$ cat src/rtl/lc3b_types.sv
// Shared LC-3b datapath types: the 16-bit machine word and the instruction-queue entry.
package lc3b_types;

  typedef logic [15:0] lc3b_word;

  typedef struct packed {
    lc3b_word pc;
    lc3b_word ir;
  } lc3b_iq_entry;

endpackage

$ cat src/rtl/iq_ptr.sv
// Wrapping PTR_W-bit pointer for the instruction queue; clr takes priority over inc.
module iq_ptr #(
  parameter int PTR_W = 3
) (
  input  logic             clk,
  input  logic             rst_n,
  input  logic             clr,
  input  logic             inc,
  output logic [PTR_W-1:0] ptr
);

  localparam logic [PTR_W-1:0] PTR_ONE = {{(PTR_W-1){1'b0}}, 1'b1};

  // Overflow past DEPTH-1 wraps naturally because DEPTH is a power of two.
  always_ff @(posedge clk or negedge rst_n) begin
    if (!rst_n) begin
      ptr <= '0;
    end else if (clr) begin
      ptr <= '0;
    end else if (inc) begin
      ptr <= ptr + PTR_ONE;
    end
  end

endmodule

$ cat src/rtl/instr_queue.sv
// In-order {pc, ir} buffer between fetch and decode, first-word-fall-through, with flush.
module instr_queue
  import lc3b_types::*;
#(
  parameter int DEPTH = 8
) (
  input  logic                     clk,
  input  logic                     rst_n,
  input  logic                     flush,
  input  logic                     enq,
  input  lc3b_word                 enq_pc,
  input  lc3b_word                 enq_ir,
  input  logic                     deq,
  output logic                     head_valid,
  output lc3b_word                 head_pc,
  output lc3b_word                 head_ir,
  output logic                     full,
  output logic                     empty,
  output logic [$clog2(DEPTH):0]   count
);

  localparam int PTR_W = $clog2(DEPTH);
  localparam logic [PTR_W:0] CNT_FULL = (PTR_W+1)'(DEPTH);
  localparam logic [PTR_W:0] CNT_ONE  = {{PTR_W{1'b0}}, 1'b1};

  lc3b_iq_entry     mem [DEPTH];
  lc3b_iq_entry     head;
  logic [PTR_W-1:0] wr_ptr;
  logic [PTR_W-1:0] rd_ptr;
  logic             enq_acc;
  logic             deq_acc;

  // Full blocks enq regardless of deq so the fetch stall never depends on deq.
  assign enq_acc = enq & ~full & ~flush;
  assign deq_acc = deq & ~empty & ~flush;

  assign full  = (count == CNT_FULL);
  assign empty = (count == '0);

  iq_ptr #(.PTR_W(PTR_W)) u_wr_ptr (
    .clk   (clk),
    .rst_n (rst_n),
    .clr   (flush),
    .inc   (enq_acc),
    .ptr   (wr_ptr)
  );

  iq_ptr #(.PTR_W(PTR_W)) u_rd_ptr (
    .clk   (clk),
    .rst_n (rst_n),
    .clr   (flush),
    .inc   (deq_acc),
    .ptr   (rd_ptr)
  );

  always_ff @(posedge clk) begin
    if (enq_acc) begin
      mem[wr_ptr] <= '{pc: enq_pc, ir: enq_ir};
    end
  end

  always_ff @(posedge clk or negedge rst_n) begin
    if (!rst_n) begin
      count <= '0;
    end else if (flush) begin
      count <= '0;
    end else begin
      case ({enq_acc, deq_acc})
        2'b10:   count <= count + CNT_ONE;
        2'b01:   count <= count - CNT_ONE;
        default: count <= count;
      endcase
    end
  end

  // Stale storage is hidden behind the empty mask so the head reads zero when idle.
  assign head       = empty ? '0 : mem[rd_ptr];
  assign head_valid = ~empty;
  assign head_pc    = head.pc;
  assign head_ir    = head.ir;

endmodule

$ cat config.mk
export PLATFORM = sky130hd
export DESIGN_NAME = instr_queue
export DESIGN_NICKNAME = d
export VERILOG_FILES = /design/src/rtl/lc3b_types.sv /design/src/rtl/iq_ptr.sv /design/src/rtl/instr_queue.sv
export SDC_FILE = /design/constraint.sdc
export NUM_CORES = 1
export LEC_CHECK = 0
export ABC_AREA = 0
export CAP_MARGIN = 30
export CORE_ASPECT_RATIO = 1.25
export CORE_MARGIN = 1
export CORE_UTILIZATION = 58
export CTS_CLUSTER_SIZE = 20
export DETAILED_ROUTE_END_ITERATION = 7
export PLACE_DENSITY_LB_ADDON = 0.08
export SLEW_MARGIN = 10
export SYNTH_ARGS = -nofsm -noshare
export SYNTH_HDL_FRONTEND = slang
export SYNTH_HIERARCHICAL = 1
export SYNTH_SLANG_ARGS = --single-unit
$ cat constraint.sdc
create_clock -name clk -period 5.2 [get_ports clk]
set_input_delay 1.04 -clock clk [delete_from_list [all_inputs] [get_ports clk]]
set_output_delay 1.04 -clock clk [all_outputs]
set_load 0.02 [all_outputs]
==> results of run 1 <==
## area by class of cell
cell class / count / area, sq um / area share (%)
repair buffers: 89 / 933 / 7.61
inverters: 5 / 18.8 / 0.153
flip-flops and latches: 266 / 7940 / 64.7
clock buffers: 31 / 648 / 5.28
clock inverters: 14 / 93.8 / 0.765
well taps: 224 / 280 / 2.28
multi-input cells: 186 / 2350 / 19.2
## cell usage after synthesis, types with 2 or more instances
| cell type | instances |
|---|---|
| clkbuf_1 | 9 |
| a21bo_2 | 2 |
| xor2_1 | 2 |
| buf_2 | 7 |
| nand3b_1 | 4 |
| nand2b_1 | 3 |
| mux2i_1 | 34 |
| a21oi_1 | 4 |
| dfrtp_1 | 10 |
| xnor2_1 | 3 |
| nand2_1 | 3 |
| edfxtp_1 | 256 |
| nor3_1 | 5 |
| o21ai_0 | 2 |
| buf_1 | 7 |
| mux4_2 | 64 |
| nor2_1 | 44 |
| ha_1 | 4 |
| inv_1 | 4 |
## report_power, final
group | leakage, nW | internal [mW] | total [mW] | switching [mW]
registers | 2.44 | 2.38 | 2.40 | 0.0201
logic | 0.989 | 0.164 | 0.344 | 0.181
clock network | 0.363 | 0.933 | 1.66 | 0.724
## layer usage
metal	part of all wire, %	track usage [%]	wire length (um)	vias to the layer above
met3	5.6	3.88	1060	26
met1	42	30.6	7990	2565
li1	-	-	-	2162
met2	51	36.4	9550	150
met5	0	0	0	-
met4	1.6	5.49	301	0
## metrics by stage
stage	instances	setup WS (ps)	hold slack, ps	cell area (sq um)	power [mW]
after global placement	766	1430	585	11400	2.78
after global routing	815	790	633	12300	4.53
final	815	1010	603	12300	4.40
after detailed placement	770	1380	596	11500	2.79
after CTS	815	939	606	12300	4.44
after floorplan	480	858	511	10300	2.62
## path summary, 6_finish.rpt
| check | start | to | slack, ps | cells past startpoint |
|---|---|---|---|---|
| worst min-delay path | u_wr_ptr/ptr[0] | u_wr_ptr/ptr[0] | 600 | 2 |
| worst max-delay path | u_rd_ptr/ptr[0] | head_pc[3] | 1010 | 5 |
| min in group asynchronous | rst_n | count[3] | 840 | 1 |
| worst max register to register | count[3] | count[3] | 2090 | 7 |
| worst min register to register | u_wr_ptr/ptr[0] | u_wr_ptr/ptr[0] | 600 | 2 |
| max in group asynchronous | rst_n | u_rd_ptr/ptr[0] | 4000 | 1 |
## registers in the layout, summed over array words and instances, names as in the netlist
signal / count
mem: 256
count: 4
u_rd_ptr/ptr: 3
u_wr_ptr/ptr: 3
## worst min-delay path, stage by stage (launching register included)
cell and delay, ps:
dfrtp_1 400, xnor2_1 130, nor2_1 40
## kinds of logic after synthesis
group | Yosys count | synth area share [%]
xor gates and xnor gates | 5 | 0.423
buffers and inverters | 28 | 1.10
adders and majority gates | 4 | 0.484
muxes | 99 | 17.3
and+or+nand+nor | 64 | 2.78
AOI/OAI and AO/OA | 14 | 1.17
DFF | 266 | 76.7
==> flow_summary.toml, run 1 <==
[run_status]
status = "finished clean"

[setup_path]
critPathKind = "reg2out"
crit_family = "buffers and inverters"
worstPathRequired_ps = 4160
critPathMaxStageDelay_ps = 820
worstPathCellList = "buf_4, mux4_2, mux2i_1, nor2_1, clkdlybuf4s50_1"
endpoint_kind = "output pin"
cp.arrival_ps = 3150
worst-path-buf-inv = 2
critPathMaxFanout = 29
cp-start-kind = "register"
critPathSlowestCell = "dfrtp_4"

[floorplanning]
start_util_pct = 59.4
die_area_sq_um = 18400
rows = 54
num_io_pins = 76
fp.coreArea_sq_um = 17400
die_w_um = 121
die_h_um = 151

[power]
ir_worst_vdd_mv = 0.284
leakagePower_nw = 3.80
powerDensity_nw_per_um2 = 358

[cells_and_area]
final_util_pct = 70.4
nFillCells = 1069
area_growth_syn_to_layout_pct = 18.6
final_common_cell = "edfxtp_1"
final_nets = 614
drive_gt1_share_pct = 21.7
n_antenna_cell = 0
final_cell_mix = "edfxtp_1, clkdlybuf4s50_1, mux4_2, nor2_1, mux2i_1"

[timing]
finClkSkew_ps = 7.92
rsz0062_at_grt = "false"
setup_violations = 0
tns_ps = 0
slew_headroom_pct = 43.9
finalCriticalPeriod_ps = 4190
fmax_mhz = 239
finalCritPeriodShare_pct = 80.6
hold_viol = 0
worst_pin_slew_ps = 840
slew_viol_final = 0

[synthesis]
ys.flop_type = "edfxtp_1"
synth_cell_type_count = 32
syn_area_sq_um = 10300
synth_seq_cells = 266
synth.top_cell.area_share_pct = 74.3
seq_area_frac_synth_pct = 76.7
ys_async_sr_fraction_pct = 3.76
synth_fp_nets = 521
synth_area_leader_cell = "edfxtp_1"
synth-edff-count = 256
ys.warnings.count = 6
netlist_top_cells_area = "edfxtp_1, mux4_2, mux2i_1"
avgSynthCellArea_sq_um = 21.6
synth_cells = 480

[clocking]
cts.path.max_buffers = 3
cts_sinks = 266
clkTransAtPathRegs_ps = 60
cts_setup_buffers = 0
ctsHoldBuffers = 0
clk_latency_ps = 510
root_buffer = "clkbuf_16"
cts_buffers = 25
htree_num_levels = 1
cts_tree = "yes"
cts_resized = 0

[global_route]
grt_pass1_vias = 5090
grt_pass1_wl_um = 29200
track_usage_pct = 22.0
grt_max_degree = 38
gr-total-overflow = 0
antenna_found_initial = 0

[drt]
drt_iter0_drc = 480
detail_route.wl_per_cell_um = 23.2
vias = 4903
via_per_inst = 6.02
drtPass1Iterations = 4
ant_nets = 0
drc_errors = 0
wl_um = 18900

[placement]
portBuffers = 75
dp_hpwl_um = 11000
gp_congestion = 0.729

[job]
drv_cap = 0

[hold_path]
hp-class = "reg2reg"
No activity file was read; power rests on OpenSTA's default activity.
==> run 2, diff against run 1 <==
--- a/config.mk
+++ b/config.mk
@@ -9,7 +9,7 @@
 export CAP_MARGIN = 30
 export CORE_ASPECT_RATIO = 1.25
 export CORE_MARGIN = 1
-export CORE_UTILIZATION = 58
+export CORE_UTILIZATION = 52
 export CTS_CLUSTER_SIZE = 20
 export DETAILED_ROUTE_END_ITERATION = 7
 export PLACE_DENSITY_LB_ADDON = 0.08
==> constraint.sdc (replaced) <==
create_clock -name clk -period 3.8 [get_ports clk]
set_input_delay 0.76 -clock clk [delete_from_list [all_inputs] [get_ports clk]]
set_output_delay 0.76 -clock clk [all_outputs]
set_load 0.02 [all_outputs]
==> run 2 against run 1 <==
Design area up 1.9%. Die area up 11%. Critical path type unchanged. Largest power group unchanged. Critical endpoint is now empty. Cell count up 6.0%. Flip-flop and latch count unchanged. Register-to-register slack worse by 1200 ps. Worst setup slack worse by 880 ps. Total power up 42%. Non-clock buffer count up 6. Highest routed layer unchanged.
==> flow_summary.toml, run 2 (same netlist as run 1, synthesis figures left out) <==
[run_status]
status = "finished clean"

[setup_path]
rrSetupSlack_ps = 870
worstPathRequired_ps = 3040
rr_startpoint = "count[1]"
cp-start-kind = "register"
critPathMaxStageDelay_ps = 710
critPathKind = "reg2out"
worst-r2r-cell-count = 7
critPathMaxFanout = 19
worstPathCellList = "or4_2, inv_2, buf_12, clkdlybuf4s50_1"
endpoint_kind = "output pin"
cp.arrival_ps = 2910
critPathSlowestCell = "or4_2"
startpoint = "count[3]"

[clocking]
htree_num_levels = 1
ctsHoldBuffers = 0
cts_sinks = 266
cts_resized = 0
cts_tree = "yes"
cts_setup_buffers = 0
cts_buffers = 26
clk_latency_ps = 520
root_buffer = "clkbuf_16"
clkTransAtPathRegs_ps = 60
cts.path.max_buffers = 3

[cells_and_area]
largest_reg_flops = 256
multi_input_comb_area_sq_um = 2360
seq_area_sq_um = 7940
final_nets = 621
top_register = "mem"
drive_gt1_share_pct = 22.9
n_antenna_cell = 0
area_growth_syn_to_layout_pct = 20.9
final_common_cell = "edfxtp_1"
nFillCells = 1349
design_area_sq_um = 12500
reg_top3 = "mem x256, count x4"
final_cell_mix = "edfxtp_1, clkdlybuf4s50_1, mux4_2, nor2_1, mux2i_1"

[drt]
drtPass1Iterations = 4
wl_um = 18400
vias = 4776
detail_route.wl_per_cell_um = 21.3
drt_iter0_drc = 376
via_per_inst = 5.53
drc_errors = 0
ant_nets = 0

[timing]
fmax_mhz = 272
finClkSkew_ps = 13.2
rsz0062_at_grt = "false"
finalCriticalPeriod_ps = 3670
worst_pin_slew_ps = 661
slew_headroom_pct = 55.9
setup_ws_ps = 130
setup_violations = 0
tns_ps = 0
hold_viol = 0
finalCritPeriodShare_pct = 96.6
slew_viol_final = 0

[power]
powerDensity_nw_per_um2 = 501
ir_worst_vdd_mv = 0.436
leakagePower_nw = 3.87

[hold_path]
hp-class = "in2async"

[global_route]
gr-total-overflow = 0
grt_pass1_vias = 5101
antenna_found_initial = 0
grt_max_degree = 67
track_usage_pct = 19.2
grt_pass1_wl_um = 29000

[floorplanning]
rows = 57
num_io_pins = 76
start_util_pct = 53.1
die_w_um = 128
die_h_um = 160
fp.coreArea_sq_um = 19500
die_area_sq_um = 20500

[placement]
portBuffers = 75
gp_congestion = 0.676
place_area_sq_um = 11700
dp_hpwl_um = 10800
pre_cts_slack_ps = 500

[job]
drv_cap = 0
==> run 2: changes by cell type in the layout (fill, tap and decap cells not counted), sizes merged <==
cell,change
clkinv,-5
buf,+6
bufinv,+1
clkbuf,+7
clkinvlp,-1
==> run 2: final timing paths <==
kind                                         to
worst max-delay path                      empty
worst min-delay path                   count[2]
worst max register to register         count[3]
worst min register to register  u_wr_ptr/ptr[0]
max in group asynchronous       u_rd_ptr/ptr[0]
min in group clk                u_wr_ptr/ptr[0]
==> run 2: critical path: cells and delay by family (launching register included) <==
kind	cells	cell delay (ps)
AND/OR/NAND/NOR	1	710
buffers and inverters	3	1220
flip-flops	1	420
==> run 2: per-stage QoR <==
step                      utilization, %  hold WS [ps]  total power, mW  instances
after floorplan                        -           464             3.59        480
after global placement              59.9           582             3.82        817
after detailed placement            59.9           577             3.84        817
after CTS                           64.2           568             6.33        864
after global routing                64.2           603             6.47        864
final                               64.2           570             6.26        864
==> run 2: metal layers <==
metal / global-route usage (%) / wire length [um]
met4: 5.29 / 337
met3: 3.08 / 690
met5: 0 / 0
met1: 25.8 / 7950
met2: 32.7 / 9440
==> run 2: final cells by class <==
type,count,area share [%]
multi-input combinational,186,18.9
timing repair buffer,95,8.10
clock inverter,9,0.790
tap,265,2.65
sequential,266,63.5
inverter,5,0.150
clock buffer,38,5.89
==> run 2: where the power goes <==
part           switching, mW  leakage [nW]  internal, mW
Sequential            0.0191          2.44          3.25
Combinational          0.256          1.02         0.238
Clock                   1.02         0.411          1.48
==> run 3, diff against run 2 <==
--- a/config.mk
+++ b/config.mk
@@ -9,7 +9,7 @@
 export CAP_MARGIN = 30
 export CORE_ASPECT_RATIO = 1.25
 export CORE_MARGIN = 1
-export CORE_UTILIZATION = 52
+export CORE_UTILIZATION = 58
 export CTS_CLUSTER_SIZE = 20
 export DETAILED_ROUTE_END_ITERATION = 7
 export PLACE_DENSITY_LB_ADDON = 0.08
==> constraint.sdc (replaced) <==
create_clock -name clk -period 3.75 [get_ports clk]
set_input_delay 0.75 -clock clk [delete_from_list [all_inputs] [get_ports clk]]
set_output_delay 0.75 -clock clk [all_outputs]
set_load 0.02 [all_outputs]
==> run 3 against run 2 <==
Flip-flop and latch count is the same. Sequential share of layout area fell by 0.18 points. Die area down 10%. Global-route usage grew 2.8 points. Sequential power rose by 1%. Clock power up 10%. Register-to-register slack got worse by 140 ps. Highest routed layer unchanged.
==> flow_summary.toml, run 3 (same netlist as run 1, synthesis figures left out) <==
[run_status]
status = "finished clean"

[drt]
wl_um = 19200
detail_route.wl_per_cell_um = 23.3
ant_nets = 0
vias = 4955
via_per_inst = 6.03
drc_errors = 0
drtPass1Iterations = 4
drt_iter0_drc = 277

[global_route]
antenna_found_initial = 0
grt_pass1_vias = 5168
grt_pass1_wl_um = 29400
gr-total-overflow = 0
track_usage_pct = 22.0
grt_max_degree = 67

[power]
ir_worst_vdd_mv = 0.410
powerDensity_nw_per_um2 = 524
combPwrFrac_pct = 7.8
leakagePower_nw = 3.91
p_clk_share_pct = 41.9
power_mw = 6.58
switching_power_mw = 1.31
p_int_mw = 5.27
power_switching_share_pct = 19.9
seq_power_share_pct = 50.3

[hold_path]
hp-class = "in2async"

[timing]
finalCritPeriodShare_pct = 96.9
setup_violations = 0
hold_viol = 0
finClkSkew_ps = 10.6
slew_viol_final = 0
worst_pin_slew_ps = 572
tns_ps = 0
slew_headroom_pct = 61.6
rsz0062_at_grt = "false"
fmax_mhz = 275
finalCriticalPeriod_ps = 3630
holdWs_ps = 544

[clocking]
clk_latency_ps = 520
cts.path.max_buffers = 3
ctsHoldBuffers = 0
htree_num_levels = 1
clkTransAtPathRegs_ps = 70
cts_sinks = 266
cts_tree = "yes"
root_buffer = "clkbuf_16"
cts_buffers = 24

[floorplanning]
die_h_um = 151
die_w_um = 121
rows = 54
start_util_pct = 59.4
num_io_pins = 76
die_area_sq_um = 18400
fp.coreArea_sq_um = 17400

[cells_and_area]
top_register = "mem"
largest_reg_flops = 256
final_cell_mix = "edfxtp_1, clkdlybuf4s50_1, mux4_2, nor2_1, mux2i_1"
reg_top3 = "mem x256, count x4"
drive_gt1_share_pct = 23.6
final_util_pct = 71.9
final_common_cell = "edfxtp_1"
area_growth_syn_to_layout_pct = 21.2
final_nets = 621
n_antenna_cell = 0

[setup_path]
endpoint_kind = "output pin"
critPathKind = "reg2out"
cp-start-kind = "register"
critPathMaxStageDelay_ps = 690
worstPathCellList = "or4_2, inv_2, buf_12, clkdlybuf4s50_1"
cp.arrival_ps = 2880
worst-r2r-cell-count = 7
critPathMaxFanout = 23
critPathSlowestCell = "or4_2"
worstPathRequired_ps = 3000

[placement]
portBuffers = 75
dp_hpwl_um = 10800
gp_congestion = 0.692

[job]
drv_cap = 0
-- run 3: path summary, 6_finish.rpt --
path	startpoint	endpoint	slack, ps
worst max-delay path	count[1]	empty	120
worst min-delay path	rst_n	count[3]	540
worst max register to register	count[1]	count[3]	730
worst min register to register	u_wr_ptr/ptr[0]	u_wr_ptr/ptr[0]	630
max in group asynchronous	rst_n	u_rd_ptr/ptr[0]	2870
min in group clk	u_wr_ptr/ptr[0]	u_wr_ptr/ptr[0]	630
-- run 3: power groups by stage --
| stage | Combinational, mW | Sequential (mW) | Clock (mW) |
|---|---|---|---|
| 6_report | 0.511 | 3.31 | 2.75 |
| 4_1_cts | 0.509 | 3.32 | 2.80 |
| 5_1_grt | 0.547 | 3.31 | 2.90 |
| 2_1_floorplan | 0.266 | 3.37 | 0 |
| 3_5_place_dp | 0.507 | 3.38 | 0 |
| 3_3_place_gp | 0.496 | 3.38 | 0 |
-- run 3: metal layers --
metal / vias to the layer above / part of all wire (%) / GRT usage (%)
met4: 0 / 1.7 / 6.48
met3: 32 / 4.5 / 3.35
met2: 121 / 52 / 38.0
met1: 2623 / 42 / 29.2
li1: 2179 / - / -
met5: - / 0 / 0
-- run 3: repair_timing --
action                                  in CTS  in global routing
resized for setup                            0                  0
endpoints found under the setup margin       0                  3
buffers inserted                             0                  3
-- run 3: through the flow --
| stage | worst slack, ps | area [sq um] | instances |
|---|---|---|---|
| 3_5_place_dp | 633 | 11600 | 775 |
| 3_3_place_gp | 620 | 11600 | 775 |
| 4_1_cts | 29.2 | 12500 | 819 |
| 2_1_floorplan | 557 | 10400 | 480 |
| 6_report | 115 | 12500 | 822 |
| 5_1_grt | 46.0 | 12500 | 822 |
-- run 3: area by class of cell --
type	instances	area, sq um
sequential	266	7940
fill	1084	4890
multi-input combinational	186	2360
timing repair buffer	97	1030
clock buffer	27	612
clock inverter	17	295
tap	224	280
inverter	5	18.8
-- run 3: critical path: cells and delay by family (launching register included) --
kind                   cells  cell delay (ps)
and+or+nand+nor            1              690
DFF                        1              460
buffers and inverters      3             1220
